**config.mk**
```make
export PLATFORM = sky130hd
export DESIGN_NAME = receptor_morse_flat
export DESIGN_NICKNAME = d
export VERILOG_FILES = /design/src/rtl/receptor_morse_if.sv /design/src/rtl/receptor_morse.sv /design/src/flat_wrapper.sv
export SDC_FILE = /design/constraint.sdc
export NUM_CORES = 1
export LEC_CHECK = 0
export ABC_AREA = 1
export BUFFER_PORTS_ARGS = -buffer_cell sky130_fd_sc_hd__buf_4
export CORE_MARGIN = 5
export CORE_UTILIZATION = 44
export CTS_CLUSTER_SIZE = 14
export DETAILED_ROUTE_END_ITERATION = 8
export PLACE_DENSITY = 0.78
export REMOVE_ABC_BUFFERS = 1
export SLEW_MARGIN = 20
export SYNTH_ARGS = -nofsm -noshare
export SYNTH_HDL_FRONTEND = slang
export SYNTH_SLANG_ARGS = --single-unit
```
**constraint.sdc**
```tcl
create_clock -name clk -period 2.4 [get_ports clk]
set_clock_uncertainty 0.1 [all_clocks]
set_input_delay 0.36 -clock clk [delete_from_list [all_inputs] [get_ports clk]]
set_output_delay 0.36 -clock clk [all_outputs]
set_load 0.02 [all_outputs]
```
**src/rtl/receptor_morse_if.sv**
```systemverilog
// Key-line sampling, pattern table and result signals for the Morse receiver.
// The driver side is the master; the receiver block is the slave.
interface receptor_morse_if #(
    parameter int N_PATRONES = 12,
    parameter int ANCHO      = 22
);
    logic                        tick;
    logic                        linea;
    logic [N_PATRONES*ANCHO-1:0] patrones;
    logic [3:0]                  codigo;
    logic                        valido;
    logic                        error;
    logic                        ocupado;

    modport master (
        output tick, linea, patrones,
        input  codigo, valido, error, ocupado
    );

    modport slave (
        input  tick, linea, patrones,
        output codigo, valido, error, ocupado
    );
endinterface

```
**src/rtl/receptor_morse.sv**
```systemverilog
// Serial Morse receiver: captures one character's on/off units per tick and
// reports the lowest-index matching entry of the pattern table.
module receptor_morse #(
    parameter int N_PATRONES = 12,
    parameter int ANCHO      = 22
) (
    input  logic              clk,
    input  logic              rst_n,
    receptor_morse_if.slave   bus
);
    localparam logic [1:0] ESPERA   = 2'd0;
    localparam logic [1:0] CAPTURA  = 2'd1;
    localparam logic [1:0] COMPARA  = 2'd2;
    localparam logic [1:0] DESCARTE = 2'd3;

    localparam logic [ANCHO-1:0] PRIMER_BIT = {1'b1, {(ANCHO-1){1'b0}}};
    localparam logic [4:0]       MAX_BITS   = 5'(ANCHO);

    logic [1:0]       state;
    logic             linea_m;
    logic             linea_s;
    logic [ANCHO-1:0] captura;
    logic [4:0]       n_bits;
    logic [1:0]       ceros;
    logic [3:0]       codigo;
    logic             valido;
    logic             error;
    logic [3:0]       coincide;

    assign bus.codigo  = codigo;
    assign bus.valido  = valido;
    assign bus.error   = error;
    assign bus.ocupado = (state != ESPERA);

    always_ff @(posedge clk or negedge rst_n) begin
        if (!rst_n) begin
            linea_m <= 1'b0;
            linea_s <= 1'b0;
        end else begin
            linea_m <= bus.linea;
            linea_s <= linea_m;
        end
    end

    // Scanning upward and keeping the first hit gives lowest-index priority.
    always_comb begin
        coincide = '0;
        for (int unsigned k = 0; k < N_PATRONES; k++) begin
            if (coincide == '0 && bus.patrones[k*ANCHO +: ANCHO] == captura)
                coincide = 4'(k + 1);
        end
    end

    always_ff @(posedge clk or negedge rst_n) begin
        if (!rst_n) begin
            state   <= ESPERA;
            captura <= '0;
            n_bits  <= '0;
            ceros   <= '0;
            codigo  <= '0;
            valido  <= 1'b0;
            error   <= 1'b0;
        end else begin
            valido <= 1'b0;
            case (state)
                ESPERA: begin
                    if (bus.tick && linea_s) begin
                        captura <= PRIMER_BIT;
                        n_bits  <= 5'd1;
                        ceros   <= '0;
                        state   <= CAPTURA;
                    end
                end
                CAPTURA: begin
                    if (bus.tick) begin
                        if (linea_s) begin
                            ceros <= '0;
                            if (n_bits < MAX_BITS) begin
                                captura <= captura | (PRIMER_BIT >> n_bits);
                                n_bits  <= n_bits + 5'd1;
                            end else begin
                                state <= DESCARTE;
                            end
                        end else begin
                            ceros <= ceros + 2'd1;
                            if (n_bits < MAX_BITS)
                                n_bits <= n_bits + 5'd1;
                            if (ceros == 2'd2)
                                state <= COMPARA;
                        end
                    end
                end
                COMPARA: begin
                    codigo  <= coincide;
                    error   <= 1'b0;
                    valido  <= 1'b1;
                    captura <= '0;
                    n_bits  <= '0;
                    ceros   <= '0;
                    state   <= ESPERA;
                end
                default: begin
                    if (bus.tick) begin
                        if (linea_s) begin
                            ceros <= '0;
                        end else if (ceros == 2'd2) begin
                            ceros  <= '0;
                            codigo <= '0;
                            error  <= 1'b1;
                            valido <= 1'b1;
                            state  <= ESPERA;
                        end else begin
                            ceros <= ceros + 2'd1;
                        end
                    end
                end
            endcase
        end
    end
endmodule
```
**src/flat_wrapper.sv**
```systemverilog
// flat-port wrapper written by rule: the top's interface ports become plain ports
module receptor_morse_flat 
#(
    parameter int N_PATRONES = 12,
    parameter int ANCHO      = 22
)
  (clk, rst_n, bus_tick, bus_linea, bus_patrones, bus_codigo, bus_valido, bus_error, bus_ocupado);
  receptor_morse_if #(.N_PATRONES(N_PATRONES), .ANCHO(ANCHO)) bus_i ();
  input  logic clk;
  input  logic rst_n;
  input wire logic [$bits(bus_i.tick)-1:0] bus_tick;
  input wire logic [$bits(bus_i.linea)-1:0] bus_linea;
  input wire logic [$bits(bus_i.patrones)-1:0] bus_patrones;
  output wire logic [$bits(bus_i.codigo)-1:0] bus_codigo;
  output wire logic [$bits(bus_i.valido)-1:0] bus_valido;
  output wire logic [$bits(bus_i.error)-1:0] bus_error;
  output wire logic [$bits(bus_i.ocupado)-1:0] bus_ocupado;
  assign bus_i.tick = bus_tick;
  assign bus_i.linea = bus_linea;
  assign bus_i.patrones = bus_patrones;
  assign bus_codigo = bus_i.codigo;
  assign bus_valido = bus_i.valido;
  assign bus_error = bus_i.error;
  assign bus_ocupado = bus_i.ocupado;
  receptor_morse #(.N_PATRONES(N_PATRONES), .ANCHO(ANCHO)) u_core (.clk(clk), .rst_n(rst_n), .bus(bus_i));
endmodule
```
==> qor.csv, run 1 <==
metric;value;unit
run status;complete, but fails checks;
Core Region;13300;sq um
gr usage total;28.3;%
clock sinks;39;
synthesized area;6010;sq um
P_int;0.00232;W
Chip Height;127;um
DR pass1 iterations;7;
most frequent cells in the layout;buf_4 (356), nand2_1 (328), inv_1 (122);
Hold Vio Cnt, Final;0;
Sw Pwr;0.00182;W
Ys Warns;0;
pwr dens;443;nW/um^2
failing checks;negative setup slack;
H-tree depth;2;
Post-DRT Antenna Nets;0;
Max-Cap Viols;0;
Final TNS setup;-941;ps
FMAX;377;MHz
synthesized instance count;1011;
commonest non-fill, non-tap cell in the layout;buf_4;
Worst-Margin Slew;526;ps
Leak Pwr;5.01;nW
vias in the first global route;7130;
max_slew headroom;64.9;%
die width;127;um
post-layout minimum cycle time;2660;ps
ys flop type;dfrtp_1;
WS Path Type;reg2reg;
DP HPWL;20700;um
kind of start point of the critical path;flop;
arrival time worst endpoint;2730;ps
number of synthesized flops with an enable pin;0;
RSZ-0062 raised after global routing;true;
final RePlAce weighted congestion;0.951;
die area;16100;sq um
area of the multi-input gates;4550;sq um
Clock transition at path regs;60;ps
DRC Markers;0;
Yosys top cell by area;nand2_1;
storage element area;986;sq um
port bufs;274;
grt total ovfl;0;
Pins Over Slew Limit;0;
sequential power share;21.4;%
diode count;0;
Min-Delay Path Class;in2reg;
NumNets Final;1645;
DR iter-0 viols;514;
Max VDD drop;0.000573;V
WL final;24900;um
Worst setup EP type;flop;
combinational power share;62.6;%
period utilisation layout;111;%
Hold Path Depth;1;
CTS tree;built;
worst-path maximum fanout;4;
Vias/cell;4.96;
clk buf depth;2;
Rows;42;
Fill cells;1185;
Syn Area/Cell;5.94;sq um
Final setup viols;4;
sequential area share after synthesis;16.2;%
post-synth top area share;21.1;%
largest net degree at the start of global routing;40;
PnR worst setup slack;-256;ps
ys async rst share;100;%
IO Pins;275;
CTS Buf Count;5;
post-synthesis cell type count;37;
CTS root buf;clkbuf_16;
Critical Path RT;2480;ps
initial antenna violation count;0;
Clock Power Share;16.1;%
post-DR wirelength/cell;16.1;um
Via Count;7644;
layout cell share with drive strength beyond 1;36.0;%
FF-to-FF path depth;16;
Setup WS pre-CTS;-204;ps
switching power share of the total;43.9;%
FF+latch count, synth;39;
Clock Latency Late Sink;290;ps
largest cells by area after synthesis;nand2_1 (21%), dfrtp_1 (16%), xnor2_1 (16%);
Area growth, synth to finish;55.6;%
Initial Util;45.2;%
first-pass GRT wire length;36300;um
[through the flow]
| stage | util [%] | cells | hold slack, ps | area [sq um] | power [W] |
|---|---|---|---|---|---|
| after detailed placement | 65.3 | 1505 | 240 | 8680 | 0.00337 |
| after global placement | 65.3 | 1505 | 233 | 8680 | 0.00335 |
| final | 70.3 | 1541 | 85.9 | 9350 | 0.00414 |
| after floorplan | - | 983 | -35.6 | 5800 | 0.00224 |
| after CTS | 68.0 | 1526 | 90.0 | 9030 | 0.00408 |
| after global routing | 70.3 | 1541 | 85.9 | 9350 | 0.00443 |
[critical path, stage by stage, from the launching register on]
cell	delay [ps]
dfrtp_2	450
buf_6	140
xor2_1	170
nor2_1	130
nand2_1	110
nor2_4	160
nand3_2	110
nand2_1	120
nand2_2	70
nand2_4	100
nand2_2	80
a21oi_4	170
buf_4	150
o311ai_4	110
nand2_1	130
nand2_1	70
a22o_1	180
[state kept, by name, summed over array words and instances (netlist names)]
register and cells:
u_core.ceros 2, u_core.n_bits 5, u_core.bus.valido 1, u_core.bus.codigo 4, u_core.linea_m 1, u_core.captura 22
u_core.linea_s 1, u_core.state 2, u_core.bus.error 1
[cell type report]
| class | count | share of cell area, % |
|---|---|---|
| timing repair buffer | 374 | 31.1 |
| sequential | 39 | 10.5 |
| tap | 176 | 2.36 |
| multi-input combinational | 803 | 48.7 |
| inverter | 141 | 5.72 |
| clock inverter | 2 | 0.134 |
| clock buffer | 6 | 1.38 |
[final timing paths]
path | end | slack (ps) | start
worst min-delay path | u_core.linea_m | 90 | bus_linea
worst max-delay path | u_core.bus.codigo[1] | -260 | u_core.captura[2]
min in group asynchronous | u_core.bus.error | 480 | rst_n
worst max register to register | u_core.bus.codigo[1] | -260 | u_core.captura[2]
max in group asynchronous | u_core.captura[10] | 1310 | rst_n
worst min register to register | u_core.linea_s | 250 | u_core.linea_m
[repair_timing]
action                                 in CTS  in global routing
gates resized for setup                    33                 59
hold buffers                                1                  0
cloned                                      0                  0
buffers inserted                           12                 15
endpoints found under the hold margin      39                  0
pin swaps                                   9                 49
setup endpoints to repair                   4                 11
[power by group through the flow]
stage | clock [W] | combinational [W] | sequential (W)
after floorplan | 0 | 0.00126 | 0.000982
after global placement | 0 | 0.00247 | 0.000884
after detailed placement | 0 | 0.00248 | 0.000890
after CTS | 0.000663 | 0.00253 | 0.000882
after global routing | 0.000694 | 0.00283 | 0.000903
final | 0.000666 | 0.00259 | 0.000885
[Yosys cell counts, drive strengths merged (2+ instances only)]
cell / number
nand4: 36
nand2: 342
a21oi: 28
clkbuf: 3
nor3: 12
or2: 16
and2: 2
xor2: 48
xnor2: 107
ha: 13
nor3b: 4
inv: 140
dfrtp: 39
nor2: 128
nor4: 6
buf: 25
nand3: 42
o2111ai: 3
o21ai: 9
[cells by family after synthesis]
| logic type | after synthesis | synth area share, % |
|---|---|---|
| XOR/XNOR | 155 | 22.6 |
| AND/OR/NAND/NOR | 588 | 41.7 |
| AO/OA/AOI/OAI | 47 | 4.46 |
| adder cells (fa/ha/maj) | 13 | 2.71 |
| flip-flops | 39 | 16.2 |
| buffers and inverters | 169 | 12.3 |
[layer usage]
layer	up-vias	GRT usage [%]	part of all wire, %
met5	-	0	0
met4	0	9.46	3.5
met3	61	3.83	6.5
met2	322	50.6	50
met1	3468	34.9	40
li1	3793	-	-
Note: power is estimated with default switching activity, not from simulation.
==> run 2, diff against run 1 <==
Settings changed: CORE_UTILIZATION 44 to 49, GPL_ROUTABILITY_DRIVEN from default to 0, PLACE_DENSITY 0.78 to 0.82.
Clock period 2.4 ns to 2.7 ns, I/O delays scaled along.
==> run 2 against run 1 <==
The flow finishes with violations (negative hold slack). Wire length decreased by 4.4%. Sequential share of layout area increased by 0.81 points. Sequential power decreased by 11%. Worst hold slack got worse by 89 ps. Critical path depth decreased by 1. Flip-flop and latch count unchanged. Power decreased by 16%. Worst setup slack improved by 270 ps. Critical path type unchanged. Largest cell class unchanged.
==> qor.csv, run 2 (same netlist as run 1, synthesis figures left out) <==
metric;value;unit;change
Initial Util;50.0;%;+4.8 points
failing checks;negative hold slack;;
Hold Vio Cnt, Final;4;;+4
first-pass GRT wire length;35900;um;-0.91%
Final TNS setup;0;ps;+941 ps
CTS Buf Count;5;;unchanged
gr usage total;31.0;%;+2.7 points
worst path cell trace;buf_8 -> clkinvlp_4 -> buf_4 -> buf_4 -> nor2_1 -> nor4_1 -> nand4_1 -> nor4_1 -> nand2_1 -> nor2_4 -> nand2_1 -> nand3_1 -> nand2_1 -> nand2_1 -> nand2_1;;
die area;14600;sq um;-9.4%
WL final;23800;um;-4.4%
CP max stage delay;420;ps;-30 ps
clk buf depth;2;;unchanged
die width;121;um;-4.8%
area of the multi-input gates;4390;sq um;-3.6%
clock sinks;39;;unchanged
max_slew headroom;63.8;%;-1.1 points
family with the most delay on the worst path;simple AND/OR/NAND/NOR gates;;
Final setup viols;0;;-4
WS Path Type;reg2reg;;
port bufs;274;;unchanged
CP most frequent cell;nand2_1;;
Max-Cap Viols;0;;unchanged
DRC Markers;0;;unchanged
Leak Pwr;4.68;nW;-6.6%
grt total ovfl;0;;unchanged
largest net degree at the start of global routing;40;;unchanged
Critical path buffers and inverters;4;;+2
Worst-Margin Slew;543;ps;+16.9 ps
Max VDD drop;0.000639;V;+11%
H-tree depth;2;;unchanged
IO Pins;275;;unchanged
diode count;0;;unchanged
Critical Path RT;2780;ps;+300 ps
Via Count;7461;;-2.4%
post-DR wirelength/cell;16.3;um;+1.0%
DR iter-0 viols;629;;+22%
arrival time worst endpoint;2760;ps;+30 ps
Clock Latency Late Sink;290;ps;about the same
period utilisation layout;99.5;%;-11 points
initial antenna violation count;0;;unchanged
Fill cells;1024;;-14%
DR pass1 iterations;5;;-2
Clock transition at path regs;60;ps;about the same
PnR worst setup slack;13.4;ps;+269 ps
worst hold slack;-3.45;ps;-89.3 ps
Biggest register;u_core.captura;;
storage element area;988;sq um;+0.25%
RSZ-0062 raised after global routing;true;;
most frequent cells in the layout;nand2_1 (338), buf_4 (315), inv_1 (126);;
post-layout minimum cycle time;2690;ps;+30.8 ps
Pins Over Slew Limit;0;;unchanged
CTS tree;built;;
Worst setup EP type;flop;;
FMAX;372;MHz;-1.1%
Core Region;12000;sq um;-9.7%
Slowest-stage cell, CP;nor4_1;;
pwr dens;402;nW/um^2;-9.3%
Setup WS pre-CTS;86.5;ps;+291 ps
Rows;40;;-4.8%
Vias/cell;5.12;;+3.2%
max reg flops;22;;unchanged
hold buffers post-CTS;0;;-1
layout cell share with drive strength beyond 1;30.6;%;-5.4 points
run status;complete, but fails checks;;
vias in the first global route;7115;;-0.21%
Area growth, synth to finish;44.9;%;
commonest non-fill, non-tap cell in the layout;nand2_1;;
Min-Delay Path Class;in2async;;
kind of start point of the critical path;flop;;
Post-DRT Antenna Nets;0;;unchanged
DP HPWL;19800;um;-4.0%
Chip Height;121;um;-4.8%
CTS root buf;clkbuf_16;;
worst-path maximum fanout;7;;+3
biggest regs;u_core.captura x22, u_core.n_bits x5, u_core.bus.codigo x4;;
NumNets Final;1592;;-3.2%
[run 2: path summary, 6_finish.rpt]
kind	startpoint	endpoint	slack (ps)	cells after the start
worst max-delay path	u_core.captura[6]	u_core.bus.codigo[2]	10	15
worst min-delay path	rst_n	u_core.bus.valido	-3	1
worst max register to register	u_core.captura[6]	u_core.bus.codigo[2]	10	15
worst min register to register	u_core.linea_m	u_core.linea_s	260	0
max in group asynchronous	rst_n	u_core.captura[11]	2090	1
min in group clk	bus_linea	u_core.linea_m	120	1
[run 2: area by class of cell]
| cell class | count | area share (%) |
|---|---|---|
| clock buffer | 5 | 1.44 |
| clock inverter | 2 | 0.158 |
| timing repair buffer | 321 | 28.3 |
| sequential | 39 | 11.4 |
| multi-input combinational | 803 | 50.5 |
| inverter | 141 | 6.20 |
| tap | 147 | 2.11 |
[run 2: metal layers]
layer,part of all wire (%),track usage [%],up-vias
met2,50,55.8,329
li1,-,-,3685
met3,7.4,4.54,53
met5,0,0,-
met1,39,38.5,3394
met4,2.9,8.43,0
[run 2: report_power, final]
| group | total [W] | leakage, nW | internal (W) | switching [W] |
|---|---|---|---|---|
| logic | 0.00213 | 4.10 | 0.000917 | 0.00122 |
| registers | 0.000785 | 0.507 | 0.000684 | 0.000101 |
| clock network | 0.000581 | 0.0696 | 0.000337 | 0.000244 |
| total | 0.00350 | 4.68 | 0.00194 | 0.00156 |
[run 2: stage by stage]
step | util (%) | area (sq um) | hold WS, ps | power (W) | instances
3_3_place_gp | 69.0 | 8290 | 236 | 0.00284 | 1435
2_1_floorplan | - | 5800 | 9.41 | 0.00199 | 983
3_5_place_dp | 69.0 | 8290 | 238 | 0.00287 | 1435
5_1_grt | 72.5 | 8700 | 37.1 | 0.00379 | 1458
4_1_cts | 70.1 | 8420 | 20.6 | 0.00346 | 1442
6_report | 72.5 | 8700 | -3.45 | 0.00350 | 1458
[run 2: what timing repair did]
action / 4_1_cts / 5_1_grt
resized for setup: 0 / 45
setup buffers: 0 / 16
endpoints found under the hold margin: 0 / 0
endpoints found under the setup margin: 0 / 4
[run 2: worst reg2reg max path: cells and delay by family, from the launching register on]
kind	cells	cell delay, ps
simple gates	11	1640
buf+inv	4	460
flops	1	380
